===== config.mk =====
export PLATFORM = sky130hd
export DESIGN_NAME = shift_sequencer
export DESIGN_NICKNAME = d
export VERILOG_FILES = /design/src/rtl/shift_sequencer.sv
export SDC_FILE = /design/constraint.sdc
export NUM_CORES = 1
export LEC_CHECK = 0
export ABC_AREA = 1
export CORE_AREA = 4 4 144 146
export CTS_BUF_LIST = sky130_fd_sc_hd__clkbuf_16
export DETAILED_ROUTE_END_ITERATION = 7
export DIE_AREA = 0 0 148 150
export GPL_ROUTABILITY_DRIVEN = 0
export PLACE_DENSITY = 0.59
export SLEW_MARGIN = 5
export SYNTH_ARGS = -nofsm -noshare
export SYNTH_HDL_FRONTEND = slang
export SYNTH_SLANG_ARGS = --single-unit

===== constraint.sdc =====
create_clock -name clock -period 2 [get_ports clock]
set_input_delay 0.4 -clock clock [delete_from_list [all_inputs] [get_ports clock]]
set_output_delay 0.4 -clock clock [all_outputs]
set_load 0.02 [all_outputs]

===== src/rtl/shift_sequencer.sv =====
// rtl/shift_sequencer.sv - multi-cycle 32-bit shifter, one binary stage (16,8,4,2,1) per clock
module shift_sequencer (
  input  logic        clock,
  input  logic        reset,
  input  logic        ctrl_start,
  input  logic [1:0]  ctrl_shiftop,
  input  logic [4:0]  ctrl_shiftamt,
  input  logic [31:0] data_operandA,
  output logic [31:0] data_result,
  output logic        data_resultRDY,
  output logic        busy
);

  localparam logic [1:0] ST_IDLE  = 2'b00;
  localparam logic [1:0] ST_SHIFT = 2'b01;
  localparam logic [1:0] ST_DONE  = 2'b10;

  localparam logic [1:0] OP_SLL = 2'b00;
  localparam logic [1:0] OP_SRA = 2'b01;
  localparam logic [1:0] OP_SRL = 2'b10;

  logic [1:0]  state;
  logic [31:0] work;
  logic [4:0]  amt;
  logic [1:0]  op;
  logic [2:0]  stg;
  logic [31:0] stage_out;

  function automatic logic [31:0] stage_shift(input logic [31:0] w,
                                              input logic [1:0]  o,
                                              input logic [2:0]  k);
    logic [5:0]  s;
    logic [31:0] r;
    s = 6'd1 << k;
    case (o)
      OP_SLL:  r = w << s;
      OP_SRA:  r = $unsigned($signed(w) >>> s);
      OP_SRL:  r = w >> s;
      default: r = (w << s) | (w >> (6'd32 - s));
    endcase
    return r;
  endfunction

  always_comb begin
    stage_out = work;
    if (amt[stg])
      stage_out = stage_shift(work, op, stg);
  end

  // Accept is allowed from DONE as well as IDLE so back-to-back issue costs no bubble.
  always_ff @(posedge clock) begin
    if (reset) begin
      state       <= ST_IDLE;
      work        <= 32'h0;
      amt         <= 5'd0;
      op          <= 2'b00;
      stg         <= 3'd4;
      data_result <= 32'h0;
    end else begin
      case (state)
        ST_SHIFT: begin
          work <= stage_out;
          if (stg == 3'd0) begin
            data_result <= stage_out;
            stg         <= 3'd4;
            state       <= ST_DONE;
          end else begin
            stg <= stg - 3'd1;
          end
        end
        default: begin
          if (ctrl_start) begin
            work  <= data_operandA;
            amt   <= ctrl_shiftamt;
            op    <= ctrl_shiftop;
            stg   <= 3'd4;
            state <= ST_SHIFT;
          end else begin
            state <= ST_IDLE;
          end
        end
      endcase
    end
  end

  assign busy           = (state == ST_SHIFT);
  assign data_resultRDY = (state == ST_DONE);

endmodule


==> run_results.csv <==
group,metric,value,unit
outcome,status,"finished with violations",
outcome,violations,"design-rule violations, negative setup slack",
floorplan,coreArea,19400,um2
synth,synth_mux_area_share,0,%
synth,postSynthAreaPerCell,5.28,um2
synth,synth-seq-area-share,20.0,%
synth,syn_inst,1445,
synth,synth_top_area_share,28.1,%
synth,synth_xor_xnor_area_share,0,%
floorplan,die_width,148,um
finish,drive_gt1_share,35.7,%
finish,area_growth,66.6,%
sta,finalWorstPathRequiredPeriod,2390,ps
sta,fmax,418,MHz
sta,tightest_slew,600,ps
worst_setup_path,arrival,2680,ps
floorplan,die_y,150,um
synth,yosysWarnings,0,
power_and_ir_drop,switchingPower,3620,uW
global_route,grt_pass1_wl,61700,um
synth,synth-simple-area-share,54.4,%
global_route,grt_max_degree,38,
finish,final_common_cell,"nand2_1",
detailed_routing,wirelength,45300,um
worst_setup_path,cp-end-kind,"flip-flop",
finish,antenna_cells,0,
worst_setup_path,start_kind,"flip-flop",
worst_setup_path,path_class,"reg -> reg",
hold_path,hold_class,"reg -> reg",
synth,async_flop_share,0,%
power_and_ir_drop,p_comb_share,57.9,%
clock_tree,clockBufferDepth,2,
global_route,antenna_found_initial,1,
synth,synthFlopType,"dfxtp_1",
worst_setup_path,worstPathMaxFanout,11,
sta,slew_headroom,60.0,%
sta,timing.final.ws_setup,-393,ps
floorplan,floorplan.initialDensity,39.3,%
sta,finalClockSkew,13.1,ps
detailed_routing,drt-pass1-iter-count,8,
detailed_routing,drt-vias-per-instance,6.23,
global_route,grt_pass1_vias,10500,
job,maxCapViolations,0,
power_and_ir_drop,internal_power,4140,uW
placed_design,placed_area,10000,um2
placed_design,io_buffers,75,
synth,synth_fa_ha_area_share,0,%
detailed_routing,via_count,12200,
power_and_ir_drop,pwr-share-clk,20.8,%
placed_design,hpwl,30400,um
finish,final_core_util,65.5,%
clock_tree,cts_root_buffer,"clkbuf_16",
sta,final_max_slew_viol_count,0,
detailed_routing,ant_nets,0,
synth,synth-seq-cells,76,
detailed_routing,wl_per_cell,23.1,um
clock_tree,cts_tree,"yes",
power_and_ir_drop,p_seq_share,21.3,%
floorplan,ios,76,
synth,syn_nets,1487,
clock_tree,clk_pin_slew,70,ps
finish,layout.nets,1733,
clock_tree,cts.sinks,76,
global_route,grt_usage,35.7,%
clock_tree,clk_latency,350,ps
synth,synth_top_family_by_area,"simple AND/OR/NAND/NOR gates",
power_and_ir_drop,power.static_leakage,0.00598,uW
synth,synth_top_area_cell,"nand2_1",
finish,final_cell_area,12700,um2
synth,synth.top_cells.by_area,"nand2_1 28%, dfxtp_1 20%, nand3_1 18%",
synth,synth.distinct_cells,37,
worst_setup_path,cp.required,2280,ps
synth,synth-compound-area-share,13.8,%
finish,layout_common_cells,"439 x nand2_1, 184 x buf_4, 145 x nand3_1, 110 x nand2_2, 104 x nand3_2",
floorplan,rows,51,
power_and_ir_drop,p_sw_share,46.6,%
sta,hold_viol,0,
clock_tree,cts_inserted_buffers,9,
placed_design,post-place-ws,-349,ps
detailed_routing,post-route-drc-count,23,
synth,mappedNetlistArea,7620,um2
synth,synth_edf_count,0,
sta,rsz0062_at_grt,"yes",
global_route,overflow,0,
sta,period_share,120,%
power_and_ir_drop,power_density,611,nW/um2
sta,setup_violations,64,
detailed_routing,initialDrtViolationCount,2353,
clock_tree,htreeDepth,3,
floorplan,dieArea,22200,um2
power_and_ir_drop,ir_drop,0.625,mV
## final timing paths
kind	startpoint	to	slack (ps)	cells after the start
max	stg[1]$_SDFFE_PP0P_	work[14]$_SDFFE_PP0P_	-390	14
min	data_result[20]$_SDFFE_PP0P_	data_result[20]$_SDFFE_PP0P_	450	2
max reg2reg	stg[1]$_SDFFE_PP0P_	work[14]$_SDFFE_PP0P_	-390	14
min reg2reg	data_result[20]$_SDFFE_PP0P_	data_result[20]$_SDFFE_PP0P_	450	2
## power by group through the flow
stage | clock, uW | sequential (uW) | combinational, uW
4_1_cts | 1630 | 1640 | 3540
5_1_grt | 1690 | 1660 | 4630
2_1_floorplan | 0 | 1670 | 1710
6_report | 1620 | 1650 | 4490
3_3_place_gp | 0 | 1680 | 3130
3_5_place_dp | 0 | 1680 | 3140
## metal layers
| metal | track usage (%) | wire length, um |
|---|---|---|
| met1 | 46.4 | 16000 |
| met2 | 52.8 | 18000 |
| met3 | 10.1 | 6870 |
| met4 | 21.0 | 4330 |
| met5 | 0 | 56 |
## registers in the layout (all words and copies together), names as in the netlist
signal,count
stg,3
data_result,32
state,2
amt,5
op,2
work,32
## timing repair
item                       CTS  global route
resized for setup          217           259
hold buffers                 0             0
setup buffers               11            20
pin swaps                    9            73
gates cloned                 1            10
setup endpoints to repair   64            65
## synth_stat cells, types with 3 or more instances
master,number
o2111ai_1,4
dfxtp_1,76
a31oi_1,10
o21ai_1,12
nor2_1,54
a21oi_1,71
nand3_1,281
clkbuf_1,32
nand4_1,36
nand2_1,571
o31ai_1,3
buf_6,3
o211ai_1,12
o21ai_0,70
inv_2,14
buf_1,13
nand3b_1,9
inv_1,107
nand3_2,4
buf_4,8
clkinv_1,3
buf_2,34
## worst max-delay path, stage by stage, from the launching register on
cell     delay, ps
dfxtp_4        360
buf_4          150
inv_6           70
buf_4          140
buf_12         150
nand4_1        250
nand3_1        200
nand3_2        120
nand2_1        130
nand2_1         70
a31oi_1        240
nand2_2        150
nand2_2        100
nand2_1         50
a21oi_1        120
## stage by stage
step / std cells / hold WS (ps) / power [uW] / setup TNS (ps)
6_report: 1961 / 454 / 7760 / -15130
5_1_grt: 1961 / 472 / 7980 / -20030
4_1_cts: 1932 / 455 / 6820 / -4640
3_5_place_dp: 1904 / 441 / 4810 / -13500
3_3_place_gp: 1904 / 440 / 4810 / -12450
2_1_floorplan: 1445 / 430 / 3380 / 0
## cell families after synthesis
| group | count (synthesis) |
|---|---|
| AO/OA/AOI/OAI | 192 |
| AND/OR/NAND/NOR | 963 |
| buffers and inverters | 214 |
| flip-flops | 76 |
## area by class of cell
type | instances | area [um2]
Multi-Input combinational cell | 1155 | 6800
Clock buffer | 9 | 225
Tap cell | 265 | 332
Sequential cell | 76 | 1530
Timing Repair Buffer | 325 | 3240
Inverter | 124 | 513
Fill cell | 1707 | 6700
Clock inverter | 7 | 57.6
No activity file was read; power rests on OpenSTA's default activity.
